===== src/rtl/projectile_pool.sv =====
// rtl/projectile_pool.sv - parametrised projectile pool with edge/auto fire, movement ticks and hit clearing
module projectile_pool #(
  parameter int BULLET_COUNT = 8,
  parameter int COORD_W      = 10,
  parameter int STEP_DIV     = 65536,
  parameter int STEP_PX      = 1,
  parameter int DIR_UP       = 1,
  parameter int Y_LIMIT      = 480,
  parameter int X_OFFSET     = 12,
  parameter int AUTO_FIRE    = 0,
  parameter int COOLDOWN     = 8
) (
  input  logic                              clk25,
  input  logic                              rst_n,
  input  logic                              fire_req,
  input  logic [COORD_W-1:0]                spawn_x,
  input  logic [COORD_W-1:0]                spawn_y,
  input  logic [BULLET_COUNT-1:0]           bullet_hit,
  output logic [COORD_W*BULLET_COUNT-1:0]   bullet_x_flat,
  output logic [COORD_W*BULLET_COUNT-1:0]   bullet_y_flat,
  output logic [BULLET_COUNT-1:0]           bullet_active_flat,
  output logic                              fire_ack,
  output logic                              pool_full,
  output logic [$clog2(BULLET_COUNT+1)-1:0] active_count
);

  localparam int DIV_W = (STEP_DIV > 1) ? $clog2(STEP_DIV) : 1;
  localparam int CD_W  = (COOLDOWN > 1) ? $clog2(COOLDOWN) : 1;
  localparam int CNT_W = $clog2(BULLET_COUNT + 1);

  localparam logic [DIV_W-1:0]   DIV_LAST  = DIV_W'(STEP_DIV - 1);
  localparam logic [CD_W-1:0]    CD_RELOAD = CD_W'(COOLDOWN - 1);
  localparam logic [COORD_W-1:0] X_OFS     = COORD_W'(X_OFFSET);
  localparam logic [COORD_W-1:0] STEP      = COORD_W'(STEP_PX);
  localparam logic [COORD_W:0]   STEP_EXT  = (COORD_W + 1)'(STEP_PX);
  localparam logic [COORD_W:0]   Y_LIM_EXT = (COORD_W + 1)'(Y_LIMIT);

  logic [COORD_W-1:0]      x_q   [BULLET_COUNT];
  logic [COORD_W-1:0]      y_q   [BULLET_COUNT];
  logic [COORD_W-1:0]      x_nxt [BULLET_COUNT];
  logic [COORD_W-1:0]      y_nxt [BULLET_COUNT];
  logic [BULLET_COUNT-1:0] act_q;
  logic [BULLET_COUNT-1:0] act_nxt;
  logic [BULLET_COUNT-1:0] free;
  logic [BULLET_COUNT-1:0] grant;
  logic [BULLET_COUNT-1:0] launch_vec;
  logic [DIV_W-1:0]        div_q;
  logic [CD_W-1:0]         cd_q;
  logic                    fire_d;
  logic                    tick;
  logic                    req;
  logic                    launch;

  assign tick      = (div_q == DIV_LAST);
  assign pool_full = &act_q;

  // Slot choice uses the registered active bits, so a slot freed this cycle waits one cycle.
  assign free       = ~act_q;
  assign grant      = free & (~free + BULLET_COUNT'(1));
  assign req        = (AUTO_FIRE != 0) ? (fire_req && (cd_q == '0)) : (fire_req && !fire_d);
  assign launch     = req && !pool_full;
  assign launch_vec = launch ? grant : '0;

  always_comb begin
    active_count = '0;
    for (int i = 0; i < BULLET_COUNT; i++) begin
      active_count = active_count + CNT_W'(act_q[i]);
    end
  end

  always_comb begin
    for (int i = 0; i < BULLET_COUNT; i++) begin
      x_nxt[i]   = x_q[i];
      y_nxt[i]   = y_q[i];
      act_nxt[i] = act_q[i];
      if (launch_vec[i]) begin
        x_nxt[i]   = spawn_x + X_OFS;
        y_nxt[i]   = spawn_y;
        act_nxt[i] = 1'b1;
      end else if (act_q[i]) begin
        if (bullet_hit[i]) begin
          act_nxt[i] = 1'b0;
        end else if (tick) begin
          // Exit test is done one bit wider so the screen edge never wraps around.
          if (DIR_UP != 0) begin
            if ({1'b0, y_q[i]} < STEP_EXT) act_nxt[i] = 1'b0;
            else                           y_nxt[i]   = y_q[i] - STEP;
          end else begin
            if (({1'b0, y_q[i]} + STEP_EXT) >= Y_LIM_EXT) act_nxt[i] = 1'b0;
            else                                           y_nxt[i]   = y_q[i] + STEP;
          end
        end
      end
    end
  end

  always_ff @(posedge clk25) begin
    if (!rst_n) begin
      for (int i = 0; i < BULLET_COUNT; i++) begin
        x_q[i] <= '0;
        y_q[i] <= '0;
      end
      act_q    <= '0;
      fire_d   <= 1'b0;
      fire_ack <= 1'b0;
      div_q    <= '0;
      cd_q     <= '0;
    end else begin
      for (int i = 0; i < BULLET_COUNT; i++) begin
        x_q[i] <= x_nxt[i];
        y_q[i] <= y_nxt[i];
      end
      act_q    <= act_nxt;
      fire_d   <= fire_req;
      fire_ack <= launch;
      div_q    <= tick ? '0 : div_q + DIV_W'(1);
      if (launch && (AUTO_FIRE != 0)) cd_q <= CD_RELOAD;
      else if (cd_q != '0)            cd_q <= cd_q - CD_W'(1);
    end
  end

  assign bullet_active_flat = act_q;

  for (genvar g = 0; g < BULLET_COUNT; g++) begin : g_flat
    assign bullet_x_flat[g*COORD_W +: COORD_W] = x_q[g];
    assign bullet_y_flat[g*COORD_W +: COORD_W] = y_q[g];
  end

endmodule


===== config.mk =====
export PLATFORM = sky130hd
export DESIGN_NAME = projectile_pool
export DESIGN_NICKNAME = d
export VERILOG_FILES = /design/src/rtl/projectile_pool.sv
export SDC_FILE = /design/constraint.sdc
export NUM_CORES = 1
export LEC_CHECK = 0
export ABC_AREA = 1
export BUFFER_PORTS_ARGS = -buffer_cell sky130_fd_sc_hd__buf_2
export CAP_MARGIN = 40
export CORE_ASPECT_RATIO = 2
export CORE_MARGIN = 3
export CORE_UTILIZATION = 45
export CTS_BUF_LIST = sky130_fd_sc_hd__clkbuf_2
export DETAILED_ROUTE_END_ITERATION = 8
export GPL_TIMING_DRIVEN = 0
export PLACE_DENSITY = 0.69
export SETUP_SLACK_MARGIN = 0.15
export SYNTH_ARGS = -nofsm -noshare
export SYNTH_HDL_FRONTEND = slang
export SYNTH_SLANG_ARGS = --single-unit

===== constraint.sdc =====
create_clock -name clk25 -period 6.5 [get_ports clk25]
set_input_delay 0.975 -clock clk25 [delete_from_list [all_inputs] [get_ports clk25]]
set_output_delay 0.975 -clock clk25 [all_outputs]
set_load 0.02 [all_outputs]

==> results.md, run 1 <==
- By startpoint and endpoint, the worst setup path is classified as reg -> out.
- The number of pins with negative max-slew slack in the final report is 0.
- The worst slew slack as a fraction of its limit is 0.476.
- The part of the total power dissipated in the clock network is 0.291.
- Summed over all layers, the global routing overflow is 0.
- Setup repair after global routing left no endpoint under its margin.
- The total power per unit cell area is approximately 190 nW/µm².
- The min-delay analysis places its worst path in the category in -> reg.
- Across the VDD grid, the largest voltage drop is between 0.00015 and 0.0002 V.
- The net count of the mapped netlist is around 1400.
- The most critical setup path has its startpoint at bullet_active_flat[1]$_SDFF_PN0_.
- The part of the total power dissipated in combinational logic is 0.131.
- Static timing analysis puts the maximum clock frequency at a little over 200 MHz.
- Measured along the y axis, the die boundary spans roughly 210 µm.
- During I/O placement, the number of pins put on the boundary was approximately 200.
- The share of the clock period used by the worst path is 0.743.
- The clock period minus final worst setup slack is about 4.8 ns.
- Across the run, the number of max-cap violations was 0.
- The element type at the critical path end is a primary output.
- The library cell used most frequently in the layout, excluding fill and tap cells, is sky130_fd_sc_hd__nand2_1.
- Data arrives at the worst endpoint at ~3.9 ns.
- The net count of the finished layout is 1632.
- After detailed routing, the number of vias per cell comes to between 5 and 6.
- Counting the buffers created by CTS gives 17.
- Prior to clock tree synthesis, the placed netlist has a worst setup slack of ~2.6 ns.
- The area enclosed by the die boundary is approximately 23000 µm².
- The root buffer cell is sky130_fd_sc_hd__clkbuf_2.
- Counting flops and latches in the post-synthesis netlist gives approximately 190.
- The count of clock tree sinks is between 150 and 200.
- In this run, post-CTS hold repair placed 0 buffers.
- Of the total power, the share spent switching nets is 0.320.
- The leakage component of the power is between 5 and 6 nW.
- The routed wire length is 32.7 mm.
- The post-layout worst setup margin is 1.67 ns.
- In the final routed layout, each cell accounts on average for roughly 18 µm.
- The number of remaining DRC errors is 0.
- Of the synthesized area, sequential elements account for 0.399.
- The maximum fanout along the worst path is 5.
- The reported net switching power is 0.660 mW.
- The later pin in the worst-skew pair is clocked with a latency of a little under 0.9 ns.
- The number of placed instances with taps included is between 1500 and 2000.
- The pin count of the biggest net entering global routing is 18.
- In the final layout, the share of cells above drive strength 1 is 0.177.
- Clock skew on the completed layout was measured at ~0.037 ns.
- The global placement routability congestion is roughly 0.96.
- The share of total power dissipated in sequential elements is 0.577.
- The number of rows in the core area is 73.
- The run finished with clean final reports.
- The floorplan step set the die width to around 110 µm.
- The post-CTS setup buffer count is 0.
- The routed layout has between 9000 and 10000 vias.
- Once detail routing completed, the nets flagged for antenna violations numbered 0.
- Port buffering added about 200 buffers.
- The synthesized area per cell is about 6.9 µm².
- The post-synthesis cell count is 1361.
- The via count of the first global-routing pass is around 9600.
- The post-detailed-placement half-perimeter wirelength is around 25 mm.
- The slew of the pin with the lowest slew margin is between 0.7 and 0.8 ns.
- The type of origin of the critical path is a flip-flop.
- The total core area is 20100 µm².
- The number of optimization iterations in the first detailed-route pass is 8.
- The final count of hold timing violations is 0.
- The number of antenna violations at the first check in global routing is 1.
- Final hold analysis gives a worst-case slack of about 0.29 ns.
- The final standard cell count with taps included and fillers excluded is 1858.
- The startpoint of the lowest-slack hold path is fire_req.
- The CTS tree is built.
- The accumulated negative setup slack is 0 ns.
- The count of cell types in the netlist is 38.
- The H-tree depth is 4.
- The startpoint identified for the worst register-to-register timing path is bullet_active_flat[1]$_SDFF_PN0_.
- The library cells used most frequently in the layout, excluding fill and tap cells, are 301 x sky130_fd_sc_hd__nand2_1, 219 x sky130_fd_sc_hd__buf_2, 192 x sky130_fd_sc_hd__nor2_1, 186 x sky130_fd_sc_hd__dfxtp_1, 149 x sky130_fd_sc_hd__a21oi_1.
- After clock tree synthesis, the repair step resized 0 gates.
- For this configuration, the core starts out at a cell density of 0.465.
- Cell internal power was estimated by the tool at around 1.4 mW.
- Setup violations remaining at the end of the flow were counted as 0.
- The global-route wire length before repair is between 50 and 60 mm.
- The area added between synthesis and finish is 16.8%.
- For this run, the total global-route usage over all layers was measured as 0.288.
- The clock slew at the register clock pins of the worst setup and hold paths is around 0.30 ns.
- In this run the deepest clock path goes through 2 buffers.
- The number of warnings issued by yosys is 0.
- The starting DRC count in detailed routing is 540.
- The endpoint required time on the critical path is between 5 and 6 ns.
- After synthesis the cells add up to just over 9000 µm².
stage by stage:
| stage | total power, mW | util | instance area (µm²) |
|---|---|---|---|
| 3_5_place_dp | 1.48 | 0.531 | 10700 |
| 2_1_floorplan | 1.37 | - | 9340 |
| 6_report | 2.06 | 0.543 | 10900 |
| 5_1_grt | 2.14 | 0.543 | 10900 |
| 4_1_cts | 2.06 | 0.543 | 10900 |
| 3_3_place_gp | 1.47 | 0.531 | 10700 |
power groups by stage:
stage | clock network [mW] | registers (mW) | logic [mW]
2_1_floorplan | 0 | 1.23 | 0.145
3_3_place_gp | 0 | 1.21 | 0.264
3_5_place_dp | 0 | 1.21 | 0.268
4_1_cts | 0.604 | 1.19 | 0.269
5_1_grt | 0.648 | 1.19 | 0.299
6_report | 0.600 | 1.19 | 0.271
state kept, by name, indices dropped and copies added, names as in the netlist:
register / flops
fire_ack: 1
fire_d: 1
y_q: 80
bullet_active_flat: 8
x_q: 80
div_q: 16
worst max-delay path, cell delays in order, from the launching register on:
cell and delay (ns):
sky130_fd_sc_hd__dfxtp_1 0.59, sky130_fd_sc_hd__fa_1 0.47, sky130_fd_sc_hd__inv_1 0.07, sky130_fd_sc_hd__fa_1 0.42, sky130_fd_sc_hd__fa_1 0.43, sky130_fd_sc_hd__inv_1 0.06
sky130_fd_sc_hd__ha_1 0.17, sky130_fd_sc_hd__inv_1 0.06, sky130_fd_sc_hd__fa_1 0.39, sky130_fd_sc_hd__xnor2_1 0.15, sky130_fd_sc_hd__buf_2 0.18
layer usage:
layer | wire, µm | GRT usage | share of wire
met1 | 11600 | 0.290 | 0.35
met2 | 17000 | 0.526 | 0.52
met3 | 2180 | 0.0689 | 0.067
met4 | 1950 | 0.166 | 0.060
met5 | 0 | 0 | 0
synthesized netlist by cell type (all sizes together):
cell,count,area share
o21ai,131,0.072
nand4,5,0.0050
clkbuf,32,0.013
nand3,75,0.044
xor2,36,0.034
o21bai,8,0.0064
a31oi,4,0.0027
a21boi,3,0.0024
xnor2,22,0.021
o211ai,1,0.00080
fa,4,0.0086
or2,4,0.0027
nor3,21,0.011
nor3b,2,0.0016
nand2,304,0.12
dfxtp,186,0.40
nand3b,1,0.00080
nor2,204,0.087
inv,131,0.053
buf,20,0.010
ha,15,0.020
and3,2,0.0013
a211oi,1,0.00080
a21oi,149,0.080
path summary, 6_finish.rpt:
path                            cells past startpoint  slack, ns                 endpoint
worst max-delay path                               10       1.67          active_count[2]
worst min-delay path                                3       0.29        fire_d$_SDFF_PN0_
worst max register to register                      8       4.13  x_q[1][26]$_SDFFE_PN0P_
worst min register to register                      1       0.47      div_q[0]$_SDFF_PP0_
layout make-up:
class,instances,area [µm²]
multi-input combinational,992,4900
fill,2102,9190
sequential,186,3720
clock inverter,14,138
timing repair buffer,202,1010
clock buffer,18,90.1
inverter,131,492
antenna,1,2.50
tap,262,328
buffer,52,220
cells by family after synthesis:
| family | after synthesis | share of synthesized area |
|---|---|---|
| buf+inv | 183 | 0.0762 |
| simple gates | 618 | 0.277 |
| fa+ha+maj | 19 | 0.0287 |
| compound gates | 297 | 0.165 |
| flops | 186 | 0.399 |
| xor+xnor | 58 | 0.0544 |
No activity file was read; power rests on OpenSTA's default activity.
==> inputs of run 2 (changes only) <==
--- a/config.mk
+++ b/config.mk
@@ -14,7 +14,7 @@
 export CTS_BUF_LIST = sky130_fd_sc_hd__clkbuf_2
 export DETAILED_ROUTE_END_ITERATION = 8
 export GPL_TIMING_DRIVEN = 0
-export PLACE_DENSITY = 0.69
+export PLACE_DENSITY = 0.72
 export SETUP_SLACK_MARGIN = 0.15
 export SYNTH_ARGS = -nofsm -noshare
 export SYNTH_HDL_FRONTEND = slang
==> constraint.sdc (replaced) <==
create_clock -name clk25 -period 4.4 [get_ports clk25]
set_input_delay 0.66 -clock clk25 [delete_from_list [all_inputs] [get_ports clk25]]
set_output_delay 0.66 -clock clk25 [all_outputs]
set_load 0.02 [all_outputs]
==> run 2 against run 1 <==
Effect of this change:
- final cell count grew 0.11%
- via count grew 0.52%
- count of clock-buffer cells in the layout is 1 lower
- hold slack lost 0.20 ns
==> results.md, run 2 (synthesis results as in run 1) <==
- The routed length per instance is 17.5 µm (-0.52%).
- The accumulated negative setup slack came to 0 ns (unchanged).
- The wire length on met1 was 11.0 mm (-4.5%).
- The critical path start-end classification is reg -> out.
- The most frequent standard cell in the layout excluding fill and tap cells is sky130_fd_sc_hd__nand2_1.
- In the layout the commonest cells are 301 x sky130_fd_sc_hd__nand2_1, 217 x sky130_fd_sc_hd__buf_2, 192 x sky130_fd_sc_hd__nor2_1, 183 x sky130_fd_sc_hd__dfxtp_1, 149 x sky130_fd_sc_hd__a21oi_1.
- The total core area came to 20100 µm² (unchanged).
- The number of placed instances with taps included is 1825 (unchanged).
- The run finished with clean final reports.
- The final standard cell count with taps included and fillers excluded is 1860 (+0.11%).
- Setup repair after global routing could not meet its margin everywhere.
- The total power per unit cell area came to 289 nW/µm² (+53%).
- The endpoint required time on the critical path is 3.74 ns (-1.78 ns).
- The number of top-level design ports is 205 (unchanged).
- The number of optimization iterations in the first detailed-route pass came to 5 (-3).
- The quantity of I/O buffers inserted on ports was 201 (unchanged).
- The number of routed nets with antenna violations is 0 (unchanged).
- The worst hold slack is 0.0917 ns (-0.195 ns).
- For this design, the slowest cell found on the critical path is sky130_fd_sc_hd__fa_1.
- The met2 wire length is 16.2 mm (-4.5%).
- The share of cells above drive strength 1 was 0.184 (+0.00729).
- The CTS tree is built.
- The largest registers in the layout are x_q (80), y_q (80), div_q (16).
- The number of remaining DRC errors came to 0 (unchanged).
- The share of the clock period used by the worst path is 0.972.
- The deepest clock path buffer count is 2 (unchanged).
- The final count of negative-setup-slack endpoints was 0 (unchanged).
- The leakage component of the power is 5.49 nW (+0.91%).
- The max-capacitance violation count is 0 (unchanged).
- The logic depth of the worst register-to-register path is 11 (+3).
- The worst supply voltage drop on vdd is 0.000218 V (+45%).
- The type of origin of the critical path is a flip-flop.
- The minimum setup slack among reg-to-reg paths is 2.05 ns (-2.08 ns).
- The count of vias placed by the detailed router was 9998 (+0.52%).
- The area of placed instances was 10700 µm² (unchanged).
- The worst slew slack as a fraction of its limit is 0.509 (+0.0337).
- The slew of the pin with the lowest slew margin is 0.736 ns (-0.0506 ns).
- The number of antenna violations at the first check in global routing is 1 (unchanged).
- The post-layout worst setup margin is 0.122 ns (-1.55 ns).
- The number of pins with negative max-slew slack in the final report is 0 (unchanged).
- The routed wire length was 32.5 mm (-0.41%).
- The clock slew at the register clock pins of the worst setup and hold paths is 0.27 ns (-0.03 ns).
- The H-tree depth is 4 (unchanged).
- The post-route standard cell area excluding fillers is 11000 µm² (+1.1%).
- The maximum fanout along the worst path came to 2 (-3).
- The count of clock tree sinks was 186 (unchanged).
- The global placement routability congestion came to 0.976 (+1.6%).
- The die outline width came to 108 µm (unchanged).
- The global-route wire length before repair is 50.5 mm (+0.49%).
- The highest routing layer actually used is met4.
- The number of rows in the core area is 73 (unchanged).
- The via count of the first global-routing pass was 9723 (+1.4%).
- From synthesis to final layout, the design area changed by 18.1%.
- The routed length on met3 was 2.67 mm (+23%).
- The final count of hold timing violations is 0 (unchanged).
- The number of buffers added by the clock tree synthesis step is 17 (unchanged).
- Subtracting the final worst setup slack from the clock period gives roughly 4.3 ns.
- The global router's overall resource usage came to 0.288 (about the same).
- The starting density of the core is 0.465 (unchanged).
- Based on the critical path, the design can be clocked at up to between 200 and 250 MHz.
- The class of the worst hold path is in -> reg.
- The post-detailed-placement half-perimeter wirelength is 25.2 mm (-0.29%).
- The data arrival at the endpoint of the critical path came to 3.62 ns (-0.24 ns).
- The core occupancy in the finished layout is 0.549 (+0.00592).
- The worst-case setup slack after placement was 0.860 ns (-1.78 ns).
- The clock latency on the worst-skew pair is 0.79 ns (-0.08 ns).
- The final net count is 1635 (+0.18%).
- The area enclosed by the die boundary is 22600 µm² (unchanged).
- The count of hold-fix buffers inserted at cts is 0 (unchanged).
- The element type at the critical path end is a primary output.
- The overall die height is 210 µm (unchanged).
- The via count normalized by instance count came to 5.38 (+0.41%).
- The starting DRC count in detailed routing was 673 (+25%).
- The signal on the critical path passes through fa_1 -> inv_2 -> fa_1 -> fa_1 -> inv_1 -> ha_2 -> inv_2 -> fa_2 -> inv_2 -> buf_6.
- The peak per-stage delay on the critical path is 0.55 ns (-0.04 ns).
- The largest clock skew in the final design is 0.0429 ns (+0.00621 ns).
- The cell sitting at the root of the clock tree is a sky130_fd_sc_hd__clkbuf_2.
- The total grt overflow is 0 (unchanged).
- The pin count of the biggest net entering global routing was 18 (unchanged).
- The sum of internal, switching and leakage power is 3.19 mW (+55%).
- The number of cells on the worst hold path was 3 (unchanged).
==> run 2: critical path: cells and delay by family, from the launching register on <==
kind	cells	cell delay, ns
buf+inv	5	0.30
fa+ha+maj	5	2.14
flops	1	0.42
==> run 2: repair_timing <==
action,4_1_cts,5_1_grt
cloned,0,0
resized for setup,8,5
pin swaps,1,1
endpoints found under the setup margin,2,2
buffers inserted,2,1
==> run 2: metal layers <==
metal / vias to the layer above / track usage
met1: 4593 / 0.293
met2: 437 / 0.505
met4: 0 / 0.197
met3: 135 / 0.0726
met5: - / 0
li1: 4833 / -
==> run 2: power breakdown <==
part           switching (mW)  internal, mW
Combinational           0.279         0.123
Sequential             0.0323          1.72
Clock                   0.640         0.389
==> run 2: worst paths after layout <==
| path | endpoint | from |
|---|---|---|
| worst max-delay path | active_count[1] | bullet_active_flat[0]$_SDFF_PN0_ |
| worst min-delay path | fire_d$_SDFF_PN0_ | fire_req |
| worst max register to register | y_q[1][31]$_SDFFE_PN0P_ | bullet_active_flat[0]$_SDFF_PN0_ |
| worst min register to register | div_q[0]$_SDFF_PP0_ | div_q[0]$_SDFF_PP0_ |
==> run 2: final cells by class <==
| type | instances | area, µm² |
|---|---|---|
| clock buffer | 17 | 85.1 |
| sequential | 186 | 3730 |
| antenna | 1 | 2.50 |
| fill | 2052 | 9070 |
| timing repair buffer | 205 | 1040 |
| tap | 262 | 328 |
| multi-input combinational | 992 | 4910 |
| clock inverter | 14 | 211 |
| buffer | 52 | 220 |
| inverter | 131 | 492 |
